### config.mk
export PLATFORM = sky130hd
export DESIGN_NAME = rx_iq_scheduler_flat
export DESIGN_NICKNAME = d
export VERILOG_FILES = /design/src/rtl/rx_iq_scheduler_pkg.sv /design/src/rtl/rx_iq_scheduler_if.sv /design/src/rtl/rx_iq_scheduler_fifo.sv /design/src/rtl/rx_iq_scheduler.sv /design/src/flat_wrapper.sv
export SDC_FILE = /design/constraint.sdc
export NUM_CORES = 1
export LEC_CHECK = 0
export CAP_MARGIN = 20
export CORE_ASPECT_RATIO = 1.2
export CORE_MARGIN = 2
export CORE_UTILIZATION = 35
export DETAILED_ROUTE_END_ITERATION = 8
export GPL_TIMING_DRIVEN = 1
export REMOVE_ABC_BUFFERS = 1
export SLEW_MARGIN = 20
export SYNTH_ARGS = -nofsm -noshare
export SYNTH_HDL_FRONTEND = slang
export SYNTH_SLANG_ARGS = --single-unit
### constraint.sdc
create_clock -name clk_in -period 10.1 [get_ports clk_in]
set_input_delay 1.515 -clock clk_in [delete_from_list [all_inputs] [get_ports clk_in]]
set_output_delay 1.515 -clock clk_in [all_outputs]
set_load 0.02 [all_outputs]
### src/rtl/rx_iq_scheduler_pkg.sv
// Shared constants and types for the RX IQ scheduler: channel codes, entry width, arbiter states.
package rx_iq_pkg;

  localparam logic CHAN_RX1 = 1'b0;
  localparam logic CHAN_RX2 = 1'b1;

  localparam int SAMPLE_W_DEFAULT = 24;

  // Entry layout is {chan, I, Q}
  function automatic int entry_w(input int sample_w);
    return 2 * sample_w + 1;
  endfunction

  localparam int ENTRY_W_DEFAULT = entry_w(SAMPLE_W_DEFAULT);

  typedef enum logic {
    ARB_IDLE,
    ARB_PEND
  } arb_state_e;

endpackage

### src/rtl/rx_iq_scheduler_if.sv
// DDC-side sample strobes, bus-side pop request and popped-sample outputs of the RX IQ scheduler.
interface rx_iq_scheduler_if #(
  parameter int SAMPLE_W = 24,
  parameter int DEPTH    = 16
);
  localparam int FILL_W = $clog2(DEPTH) + 1;

  logic                       rx1_enable;
  logic                       rx2_enable;
  logic signed [SAMPLE_W-1:0] rx1_i;
  logic signed [SAMPLE_W-1:0] rx1_q;
  logic                       rx1_valid;
  logic signed [SAMPLE_W-1:0] rx2_i;
  logic signed [SAMPLE_W-1:0] rx2_q;
  logic                       rx2_valid;
  logic                       read_req;
  logic                       flush;
  logic                       overrun_clear;
  logic signed [SAMPLE_W-1:0] out_i;
  logic signed [SAMPLE_W-1:0] out_q;
  logic                       out_chan;
  logic                       out_valid;
  logic                       underrun;
  logic                       empty;
  logic [FILL_W-1:0]          fill;
  logic                       overrun;

  modport master (
    output rx1_enable, rx2_enable, rx1_i, rx1_q, rx1_valid,
           rx2_i, rx2_q, rx2_valid, read_req, flush, overrun_clear,
    input  out_i, out_q, out_chan, out_valid, underrun, empty, fill, overrun
  );

  modport slave (
    input  rx1_enable, rx2_enable, rx1_i, rx1_q, rx1_valid,
           rx2_i, rx2_q, rx2_valid, read_req, flush, overrun_clear,
    output out_i, out_q, out_chan, out_valid, underrun, empty, fill, overrun
  );

endinterface

### src/rtl/rx_iq_scheduler_fifo.sv
// Single-clock FIFO with registered read port; push into full is refused unless a pop is accepted
// the same cycle, pop from empty is refused, flush clears pointers and ignores that cycle's push/pop.
module iq_sync_fifo #(
  parameter int DEPTH = 16,
  parameter int WIDTH = 49
) (
  input  logic                   clk_i,
  input  logic                   rst_i,
  input  logic                   flush_i,
  input  logic                   push_i,
  input  logic [WIDTH-1:0]       push_dat_i,
  input  logic                   pop_i,
  output logic [WIDTH-1:0]       rd_dat_o,
  output logic                   rd_vld_o,
  output logic                   full_o,
  output logic                   empty_o,
  output logic [$clog2(DEPTH):0] count_o
);
  localparam int AW = $clog2(DEPTH);
  localparam logic [AW:0]   FULL_CNT = (AW+1)'(DEPTH);
  localparam logic [AW:0]   CNT_ONE  = (AW+1)'(1);
  localparam logic [AW-1:0] PTR_ONE  = AW'(1);

  logic [WIDTH-1:0] mem_q [DEPTH];
  logic [AW-1:0]    wr_ptr_q, wr_ptr_d;
  logic [AW-1:0]    rd_ptr_q, rd_ptr_d;
  logic [AW:0]      count_q, count_d;
  logic [WIDTH-1:0] rd_dat_q;
  logic             rd_vld_q;
  logic             pop_ok, push_ok;

  assign full_o   = (count_q == FULL_CNT);
  assign empty_o  = (count_q == '0);
  assign count_o  = count_q;
  assign rd_dat_o = rd_dat_q;
  assign rd_vld_o = rd_vld_q;

  always_comb begin
    pop_ok   = pop_i && !flush_i && !empty_o;
    push_ok  = push_i && !flush_i && (!full_o || pop_ok);
    wr_ptr_d = wr_ptr_q;
    rd_ptr_d = rd_ptr_q;
    count_d  = count_q;
    if (flush_i) begin
      wr_ptr_d = '0;
      rd_ptr_d = '0;
      count_d  = '0;
    end else begin
      if (push_ok) wr_ptr_d = wr_ptr_q + PTR_ONE;
      if (pop_ok)  rd_ptr_d = rd_ptr_q + PTR_ONE;
      if (push_ok && !pop_ok) count_d = count_q + CNT_ONE;
      if (pop_ok && !push_ok) count_d = count_q - CNT_ONE;
    end
  end

  always_ff @(posedge clk_i) begin
    if (push_ok) mem_q[wr_ptr_q] <= push_dat_i;
  end

  always_ff @(posedge clk_i) begin
    if (rst_i) begin
      wr_ptr_q <= '0;
      rd_ptr_q <= '0;
      count_q  <= '0;
      rd_dat_q <= '0;
      rd_vld_q <= 1'b0;
    end else begin
      wr_ptr_q <= wr_ptr_d;
      rd_ptr_q <= rd_ptr_d;
      count_q  <= count_d;
      rd_vld_q <= pop_ok;
      if (pop_ok) rd_dat_q <= mem_q[rd_ptr_q];
    end
  end

endmodule

### src/rtl/rx_iq_scheduler.sv
// Merges RX1/RX2 DDC sample strobes into one interleaved FIFO served to the bus on read_req.
// RX1 wins a simultaneous strobe; RX2 waits one cycle in a pending register.
module rx_iq_scheduler
  import rx_iq_pkg::*;
#(
  parameter int DEPTH    = 16,
  parameter int SAMPLE_W = 24
) (
  input  logic          clk_in,
  input  logic          reset_in,
  rx_iq_scheduler_if.slave bus
);
  localparam int ENTRY_W = entry_w(SAMPLE_W);
  localparam int FILL_W  = $clog2(DEPTH) + 1;

  arb_state_e         state_q;
  logic [ENTRY_W-1:0] pend_q;
  logic               overrun_q, overrun_d;
  logic               underrun_q, underrun_d;

  logic               v1, v2;
  logic [ENTRY_W-1:0] rx1_ent, rx2_ent;
  logic               pend_kill;
  logic               push;
  logic [ENTRY_W-1:0] push_dat;
  logic               arb_drop, fifo_drop;

  logic [ENTRY_W-1:0] rd_dat;
  logic               rd_vld;
  logic               fifo_full, fifo_empty;
  logic [FILL_W-1:0]  fifo_count;

  assign v1      = bus.rx1_valid && bus.rx1_enable;
  assign v2      = bus.rx2_valid && bus.rx2_enable;
  assign rx1_ent = {CHAN_RX1, bus.rx1_i, bus.rx1_q};
  assign rx2_ent = {CHAN_RX2, bus.rx2_i, bus.rx2_q};

  // Only a held RX2 sample is discarded when RX2 is disabled; a held RX1 sample is still delivered.
  assign pend_kill = (state_q == ARB_PEND) && !bus.rx2_enable && (pend_q[ENTRY_W-1] == CHAN_RX2);

  always_comb begin
    push     = 1'b0;
    push_dat = rx1_ent;
    arb_drop = 1'b0;
    if (state_q == ARB_IDLE || pend_kill) begin
      if (v1) begin
        push     = 1'b1;
        push_dat = rx1_ent;
      end else if (v2) begin
        push     = 1'b1;
        push_dat = rx2_ent;
      end
    end else begin
      push     = 1'b1;
      push_dat = pend_q;
      arb_drop = v2;
    end
  end

  always_ff @(posedge clk_in) begin
    if (reset_in || bus.flush) begin
      state_q <= ARB_IDLE;
      pend_q  <= '0;
    end else begin
      case (state_q)
        ARB_IDLE: begin
          if (v1 && v2) begin
            pend_q  <= rx2_ent;
            state_q <= ARB_PEND;
          end
        end
        ARB_PEND: begin
          if (!pend_kill && v1) pend_q <= rx1_ent;
          else                  state_q <= ARB_IDLE;
        end
        default: state_q <= ARB_IDLE;
      endcase
    end
  end

  iq_sync_fifo #(
    .DEPTH (DEPTH),
    .WIDTH (ENTRY_W)
  ) u_fifo (
    .clk_i      (clk_in),
    .rst_i      (reset_in),
    .flush_i    (bus.flush),
    .push_i     (push),
    .push_dat_i (push_dat),
    .pop_i      (bus.read_req),
    .rd_dat_o   (rd_dat),
    .rd_vld_o   (rd_vld),
    .full_o     (fifo_full),
    .empty_o    (fifo_empty),
    .count_o    (fifo_count)
  );

  assign fifo_drop = push && !bus.flush && fifo_full && !(bus.read_req && !fifo_empty);

  always_comb begin
    underrun_d = bus.read_req && fifo_empty && !bus.flush;
    overrun_d  = overrun_q;
    if (bus.overrun_clear) overrun_d = 1'b0;
    if ((fifo_drop || arb_drop) && !bus.flush) overrun_d = 1'b1;
  end

  always_ff @(posedge clk_in) begin
    if (reset_in) begin
      overrun_q  <= 1'b0;
      underrun_q <= 1'b0;
    end else begin
      overrun_q  <= overrun_d;
      underrun_q <= underrun_d;
    end
  end

  assign bus.out_chan  = rd_dat[ENTRY_W-1];
  assign bus.out_i     = rd_dat[ENTRY_W-2 -: SAMPLE_W];
  assign bus.out_q     = rd_dat[SAMPLE_W-1:0];
  assign bus.out_valid = rd_vld;
  assign bus.underrun  = underrun_q;
  assign bus.empty     = fifo_empty;
  assign bus.fill      = fifo_count;
  assign bus.overrun   = overrun_q;

endmodule

### src/flat_wrapper.sv
// flat-port wrapper written by rule: the top's interface ports become plain ports
module rx_iq_scheduler_flat import rx_iq_pkg::*;
#(
  parameter int DEPTH    = 16,
  parameter int SAMPLE_W = 24
)
  (clk_in, reset_in, bus_rx1_enable, bus_rx2_enable, bus_rx1_i, bus_rx1_q, bus_rx1_valid, bus_rx2_i, bus_rx2_q, bus_rx2_valid, bus_read_req, bus_flush, bus_overrun_clear, bus_out_i, bus_out_q, bus_out_chan, bus_out_valid, bus_underrun, bus_empty, bus_fill, bus_overrun);
  rx_iq_scheduler_if #(.SAMPLE_W(SAMPLE_W), .DEPTH(DEPTH)) bus_i ();
  input  logic clk_in;
  input  logic reset_in;
  input wire logic [$bits(bus_i.rx1_enable)-1:0] bus_rx1_enable;
  input wire logic [$bits(bus_i.rx2_enable)-1:0] bus_rx2_enable;
  input wire logic [$bits(bus_i.rx1_i)-1:0] bus_rx1_i;
  input wire logic [$bits(bus_i.rx1_q)-1:0] bus_rx1_q;
  input wire logic [$bits(bus_i.rx1_valid)-1:0] bus_rx1_valid;
  input wire logic [$bits(bus_i.rx2_i)-1:0] bus_rx2_i;
  input wire logic [$bits(bus_i.rx2_q)-1:0] bus_rx2_q;
  input wire logic [$bits(bus_i.rx2_valid)-1:0] bus_rx2_valid;
  input wire logic [$bits(bus_i.read_req)-1:0] bus_read_req;
  input wire logic [$bits(bus_i.flush)-1:0] bus_flush;
  input wire logic [$bits(bus_i.overrun_clear)-1:0] bus_overrun_clear;
  output wire logic [$bits(bus_i.out_i)-1:0] bus_out_i;
  output wire logic [$bits(bus_i.out_q)-1:0] bus_out_q;
  output wire logic [$bits(bus_i.out_chan)-1:0] bus_out_chan;
  output wire logic [$bits(bus_i.out_valid)-1:0] bus_out_valid;
  output wire logic [$bits(bus_i.underrun)-1:0] bus_underrun;
  output wire logic [$bits(bus_i.empty)-1:0] bus_empty;
  output wire logic [$bits(bus_i.fill)-1:0] bus_fill;
  output wire logic [$bits(bus_i.overrun)-1:0] bus_overrun;
  assign bus_i.rx1_enable = bus_rx1_enable;
  assign bus_i.rx2_enable = bus_rx2_enable;
  assign bus_i.rx1_i = bus_rx1_i;
  assign bus_i.rx1_q = bus_rx1_q;
  assign bus_i.rx1_valid = bus_rx1_valid;
  assign bus_i.rx2_i = bus_rx2_i;
  assign bus_i.rx2_q = bus_rx2_q;
  assign bus_i.rx2_valid = bus_rx2_valid;
  assign bus_i.read_req = bus_read_req;
  assign bus_i.flush = bus_flush;
  assign bus_i.overrun_clear = bus_overrun_clear;
  assign bus_out_i = bus_i.out_i;
  assign bus_out_q = bus_i.out_q;
  assign bus_out_chan = bus_i.out_chan;
  assign bus_out_valid = bus_i.out_valid;
  assign bus_underrun = bus_i.underrun;
  assign bus_empty = bus_i.empty;
  assign bus_fill = bus_i.fill;
  assign bus_overrun = bus_i.overrun;
  rx_iq_scheduler #(.DEPTH(DEPTH), .SAMPLE_W(SAMPLE_W)) u_core (.clk_in(clk_in), .reset_in(reset_in), .bus(bus_i));
endmodule
==> metrics, run 1 <==
status completed; Worst R2R Setup Slack 6.23 ns; Post-Place Worst Slack between 4 and 5 ns; CP Cell Sequence clkdlybuf4s50_1 -> nand2b_1 -> a21oi_1 -> nor3_1 -> nand2_1 -> nor2_4 -> buf_4; row count 127; final wirelength between 80000 and 90000 um; post_cts resized 0; Die Wd 293 um; antenna violations before repair 0; total power 0.00775 W; FF-to-FF path depth 5; met1 Resource Use GR approximately 22%; vias per cell 5.27; Detailed Routing Iterations Pass 1 5; layout cells sized above 1 between 20% and 30%; Final Cycle Share a little under half; area grow syn2layout 18.1%; VDD IR max approximately 110 uV; fin worst setup slack 5.39 ns; RSZ-0062 raised after global routing false; largest fanout on the critical path 29; vias in the first global route 18847; met2 usage 27.7%; Slew Limit Fails 0; Seq/Total Area, Yosys between 70% and 80%; Die ar. 103000 um^2; met3 track demand over resource 2.85%; All-Layer GR Usage 16.3%; RePlAce Congestion roughly 0.74; vias between 15000 and 20000; Worst path slowest cell nor2_4; Cells after Synth ~1800; CTS tree yes; Core ar. 99800 um^2; Sw Pwr 0.00159 W; wire length per cell 24.8 um; Synth area leaders edfxtp_1 67%, mux4_2 13%, dfxtp_1 6.5%; critical path required time between 10 and 15 ns; PD cells 186 nW/um^2; clk_skew 0.0264 ns; top cells by count, synth 784 x edfxtp_1, 198 x mux4_2, 144 x mux2i_1; share of the synthesized area in the top cell type 66.9%; area of the multi-input gates a little under 9000 um^2; setup TNS 0 ns; Gate power share 3.8%; Die Y-Extent 351 um; root buf cell clkbuf_16; hold endpoint u_core.u_fifo.rd_dat_o[23]; switching share of total power 20.6%; Synth Warn # 0; Lkg Pwr ~13 nW; Post-synth EDFFs just under 800; Routed Antenna Nets 0; global-route wire length before repair 124000 um; Sink Count 899; worst slew pin tran 1.16 ns; DR iter-0 viols roughly 1400; Layout fillers 8673; Hold Path Class register to register; crit path kind primary input to register; total CTS buffers 89; Clock Latency Late Sink roughly 0.65 ns; H-tree levels 3; Yosys cell types 44; Yosys top cell by area edfxtp_1; # setup viols final 0; Hold Crit Start u_core.u_fifo.rd_dat_o[23]; ys async rst share 0%; Max Cap Violations 0; CP startpoint kind primary input; clk slew on worst S/H paths 0.06 ns; global route hottest layer met2; most frequent cell after synthesis edfxtp_1; grt total ovfl 0; Worst R2R End u_core.u_fifo.mem_q[6][2]; CTS Hold Bufs 0; clock group share of total power 43.4%; #FFs+latches synth roughly 900; sequential share of power 52.9%; Hold Fails Final Rpt 0; hold depth 1; Mapped Area about 35000 um^2; CP Capture Type register; largest net degree at the start of global routing 77; reg2reg start u_core.state_q; Antenna diodes 0; CP max stage delay 0.80 ns; DRC 0; Int Power 0.00616 W; CTS Buffer Depth 3; fmax around 210 MHz; hpwl dp ~43000 um; Avg Cell Area, Syn 19.4 um^2; slew margin rel. 22.8%; Crit path arrival time slightly below 5 ns; sequential cell area between 20000 and 30000 um^2; Post CTS Setup Buffer Count 0; dominant synthesized flop cell edfxtp_1; Port-buffer cells roughly 160; IO Pins 163; Critical Path Start bus_rx2_enable; # nets final 2137; Initial Util 35.3%; min Tclk post-route 4.71 ns
==> per-stage QoR <==
stage / std cells / util [%] / hold WS [ns] / area [um^2]
after detailed placement: 3219 / 38.6 / 0.476 / 38600
after global routing: 3388 / 41.6 / 0.509 / 41600
after floorplan: 1702 / - / 0.478 / 34700
after global placement: 3218 / 38.6 / 0.474 / 38500
after CTS: 3385 / 41.6 / 0.495 / 41500
final: 3388 / 41.6 / 0.495 / 41600
==> kinds of logic after synthesis <==
family	count (synthesis)	synth area share (%)
flops	899	73.4
mux	389	18.3
simple gates	213	2.45
compound gates	175	3.66
buf+inv	121	1.60
xor+xnor	10	0.249
fa+ha+maj	9	0.341
==> layer usage <==
metal | wire, um | share of wire, %
met4 | 1840 | 2.2
met2 | 42000 | 50
met3 | 4310 | 5.1
met5 | 0 | 0
met1 | 36000 | 43
==> cells in the final DEF, fill, tap and decap left out, types with 50 or more instances in the layout <==
master,synthesis,routed
edfxtp_1,784,784
mux4_2,198,198
clkdlybuf4s50_1,0,162
mux2i_1,144,144
dfxtp_1,115,111
nor2_1,120,107
clkbuf_16,0,91
buf_4,1,66
nand2_1,62,62
a211oi_1,50,50
==> critical path, delay by kind of cell <==
kind            cells  cell delay, ns
compound gates      1            0.19
buf+inv             2            1.23
simple gates        4            1.98
==> power by group through the flow <==
stage / logic [W] / registers, W / clock network [W]
floorplan: 0.000135 / 0.00419 / 0
global placement: 0.000279 / 0.00418 / 0
detailed placement: 0.000290 / 0.00418 / 0
CTS: 0.000292 / 0.00410 / 0.00343
global route: 0.000316 / 0.00410 / 0.00356
finish: 0.000291 / 0.00410 / 0.00336
==> state kept, by name, indices dropped and copies added, names as in the netlist, 4 cells and up <==
name	flops
u_core.u_fifo.mem_q	784
u_core.pend_q	49
u_core.u_fifo.rd_dat_o	49
u_core.u_fifo.count_o	5
u_core.u_fifo.rd_ptr_q	4
u_core.u_fifo.wr_ptr_q	4
==> cell type report <==
| cell class | count | area share [%] |
|---|---|---|
| clock buffers | 112 | 5.79 |
| clock inverters | 54 | 1.38 |
| inverters | 7 | 0.0632 |
| multi-input cells | 796 | 21.5 |
| flip-flops and latches | 899 | 62.2 |
| well taps | 1290 | 3.88 |
| repair buffers | 230 | 5.14 |
==> worst max path at each step <==
stage | endpoint | slack (ns) | depth (start not counted)
after floorplan | u_core.u_fifo.rd_dat_o[41] | 0.65 | 4
after global placement | u_core.u_fifo.mem_q[6][10] | 4.77 | 7
after CTS | u_core.u_fifo.mem_q[6][2] | 5.42 | 7
final | u_core.u_fifo.mem_q[6][2] | 5.39 | 7
after global routing | u_core.u_fifo.mem_q[6][2] | 5.24 | 7
after detailed placement | u_core.u_fifo.mem_q[6][28] | 4.75 | 7
Power figures use the tool's default switching activity.
==> inputs of run 2 (changes only) <==
==> constraint.sdc (replaced) <==
create_clock -name clk_in -period 3.93 [get_ports clk_in]
set_input_delay 0.5895 -clock clk_in [delete_from_list [all_inputs] [get_ports clk_in]]
set_output_delay 0.5895 -clock clk_in [all_outputs]
set_load 0.02 [all_outputs]
==> run 2 against run 1 <==
Compared with the run above:
- die area unchanged
- sequential power rose to 2.6 times the previous value
- count of clock-buffer cells in the layout grew 15
- total power rose to 2.6 times the previous value
- flip-flop and latch count is the same
- largest power group unchanged
==> metrics, run 2 (synthesis results as in run 1) <==
status completed; max FFs per register 784 (unchanged); Die ar. 103000 um^2 (unchanged); commonest non-fill, non-tap cell in the layout edfxtp_1; final wirelength 79900 um (-5.0%); Crit path arrival time 3.63 ns (-1.34 ns); RePlAce Congestion 0.761 (+2.8%); vias in the first global route 19032 (+0.98%); All-Layer GR Usage 15.6% (-0.69 points); CP Capture Type register; grt total ovfl 0 (unchanged); antenna violations before repair 1 (+1); Slew Limit Fails 0 (unchanged); Hold Slack 0.485 ns (-0.0102 ns); Worst path slowest cell or4_1; Max Cap Violations 0 (unchanged); layout cells sized above 1 23.7% (+0.70 points); min Tclk post-route 3.14 ns; area grow syn2layout 19.6%; Worst R2R End u_core.u_fifo.count_o[4]; # setup viols final 0 (unchanged); global-route wire length before repair 120000 um (-2.9%); # nets final 2170 (+1.5%); Port-buffer cells 162 (unchanged); Worst R2R Setup Slack 0.79 ns (-5.44 ns); worst slew pin tran 0.978 ns (-0.180 ns); CP max stage delay 0.70 ns (-0.10 ns); fin util 42.2% (+0.54 points); hold depth 1 (unchanged); RSZ-0062 raised after global routing false; CP startpoint kind register; reg2reg start u_core.u_fifo.count_o[0]; H-tree levels 3 (unchanged); crit path kind register to register; total CTS buffers 89 (unchanged); Initial Util 35.3% (unchanged); clk slew on worst S/H paths 0.06 ns (about the same); clk_skew 0.0317 ns (+0.00526 ns); Hold Path Class register to register; Antenna diodes 0 (unchanged); Detailed Routing Iterations Pass 1 4 (-1); root buf cell clkbuf_16; Critical Path Start u_core.u_fifo.count_o[0]; Core ar. 99800 um^2 (unchanged); wire length per cell 23.4 um (-5.9%); Clock Latency Late Sink 0.65 ns (about the same); Post CTS Setup Buffer Count 0 (unchanged); DRC 0 (unchanged); Top cell by count, worst path a21oi_1; Post-Place Worst Slack 0.541 ns (-4.21 ns); Top reg by flops u_core.u_fifo.mem_q; Hold Crit Start u_core.u_fifo.rd_dat_o[6]; Lkg Pwr 12.8 nW (+1.7%); vias per cell 5.20 (-1.4%); hold endpoint u_core.u_fifo.rd_dat_o[6]; fin worst setup slack 0.788 ns (-4.60 ns); CTS tree yes; slew margin rel. 34.8% (+12 points); largest net degree at the start of global routing 98 (+27%); Final Cycle Share 80.0%; post_cts resized 0 (unchanged); row count 127 (unchanged); IO Pins 163 (unchanged); VDD IR max 317 uV (+200%); FF-to-FF path depth 9 (+4); DR iter-0 viols 1276 (-9.7%); Die Wd 293 um (unchanged); Sink Count 899 (unchanged); Hold Fails Final Rpt 0 (unchanged); critical path required time 4.41 ns (-5.95 ns); Routed Antenna Nets 0 (unchanged); CTS Buffer Depth 3 (unchanged); Die Y-Extent 351 um (unchanged); CP Cell Sequence or4_1 -> o21ai_4 -> nor3_1 -> fa_1 -> a21o_1 -> a21oi_1 -> a211oi_1 -> a41oi_1 -> a21oi_1; CTS Hold Bufs 0 (unchanged); most frequent cells in the layout 784 x edfxtp_1, 198 x mux4_2, 162 x clkdlybuf4s50_1; hpwl dp 45600 um (+6.3%); vias 17782 (-0.48%); PD cells 470 nW/um^2 (+150%); fmax 318 MHz; largest fanout on the critical path 10 (-66%)
[run 2: worst max-delay path, delay by kind of cell (launching register included)]
kind,cells,cell delay [ns]
AO/OA/AOI/OAI,6,1.27
AND/OR/NAND/NOR,2,0.88
adder cells (fa/ha/maj),1,0.45
flip-flops,1,0.39
[run 2: routing by layer]
metal	GRT usage (%)	routed length, um
met2	26.2	39800
met4	5.00	1920
met5	0	0
met1	20.7	34000
met3	2.76	4150
[run 2: how the worst max path moves through the flow]
stage	end	slack, ns	cells after the start
3_5_place_dp	u_core.u_fifo.count_o[4]	0.54	10
3_3_place_gp	u_core.u_fifo.count_o[4]	0.61	10
2_1_floorplan	u_core.u_fifo.rd_dat_o[41]	-5.52	4
6_report	u_core.u_fifo.count_o[4]	0.79	9
5_1_grt	u_core.u_fifo.count_o[4]	0.61	9
4_1_cts	bus_empty	0.82	4
[run 2: final cells by class]
cell class / instances / area [um^2]
multi-input cells: 796 / 8940
flip-flops and latches: 899 / 25900
fillers: 8611 / 57700
well taps: 1290 / 1610
clock inverters: 37 / 424
repair buffers: 263 / 2720
inverters: 7 / 26.3
clock buffers: 127 / 2520
[run 2: power breakdown]
group          internal (W)  total [W]  switching, W
Combinational      0.000318   0.000773      0.000455
Clock               0.00495    0.00850       0.00355
Sequential           0.0105     0.0105     0.0000326
Total                0.0158     0.0198       0.00404
[run 2: metrics by stage]
| step | cells | power, W | cell area, um^2 | setup TNS [ns] |
|---|---|---|---|---|
| global placement | 3255 | 0.0115 | 39200 | 0 |
| CTS | 3419 | 0.0200 | 42100 | 0 |
| detailed placement | 3255 | 0.0115 | 39200 | 0 |
| global route | 3419 | 0.0204 | 42100 | 0 |
| finish | 3419 | 0.0198 | 42100 | 0 |
| floorplan | 1702 | 0.0111 | 34700 | -2993.98 |
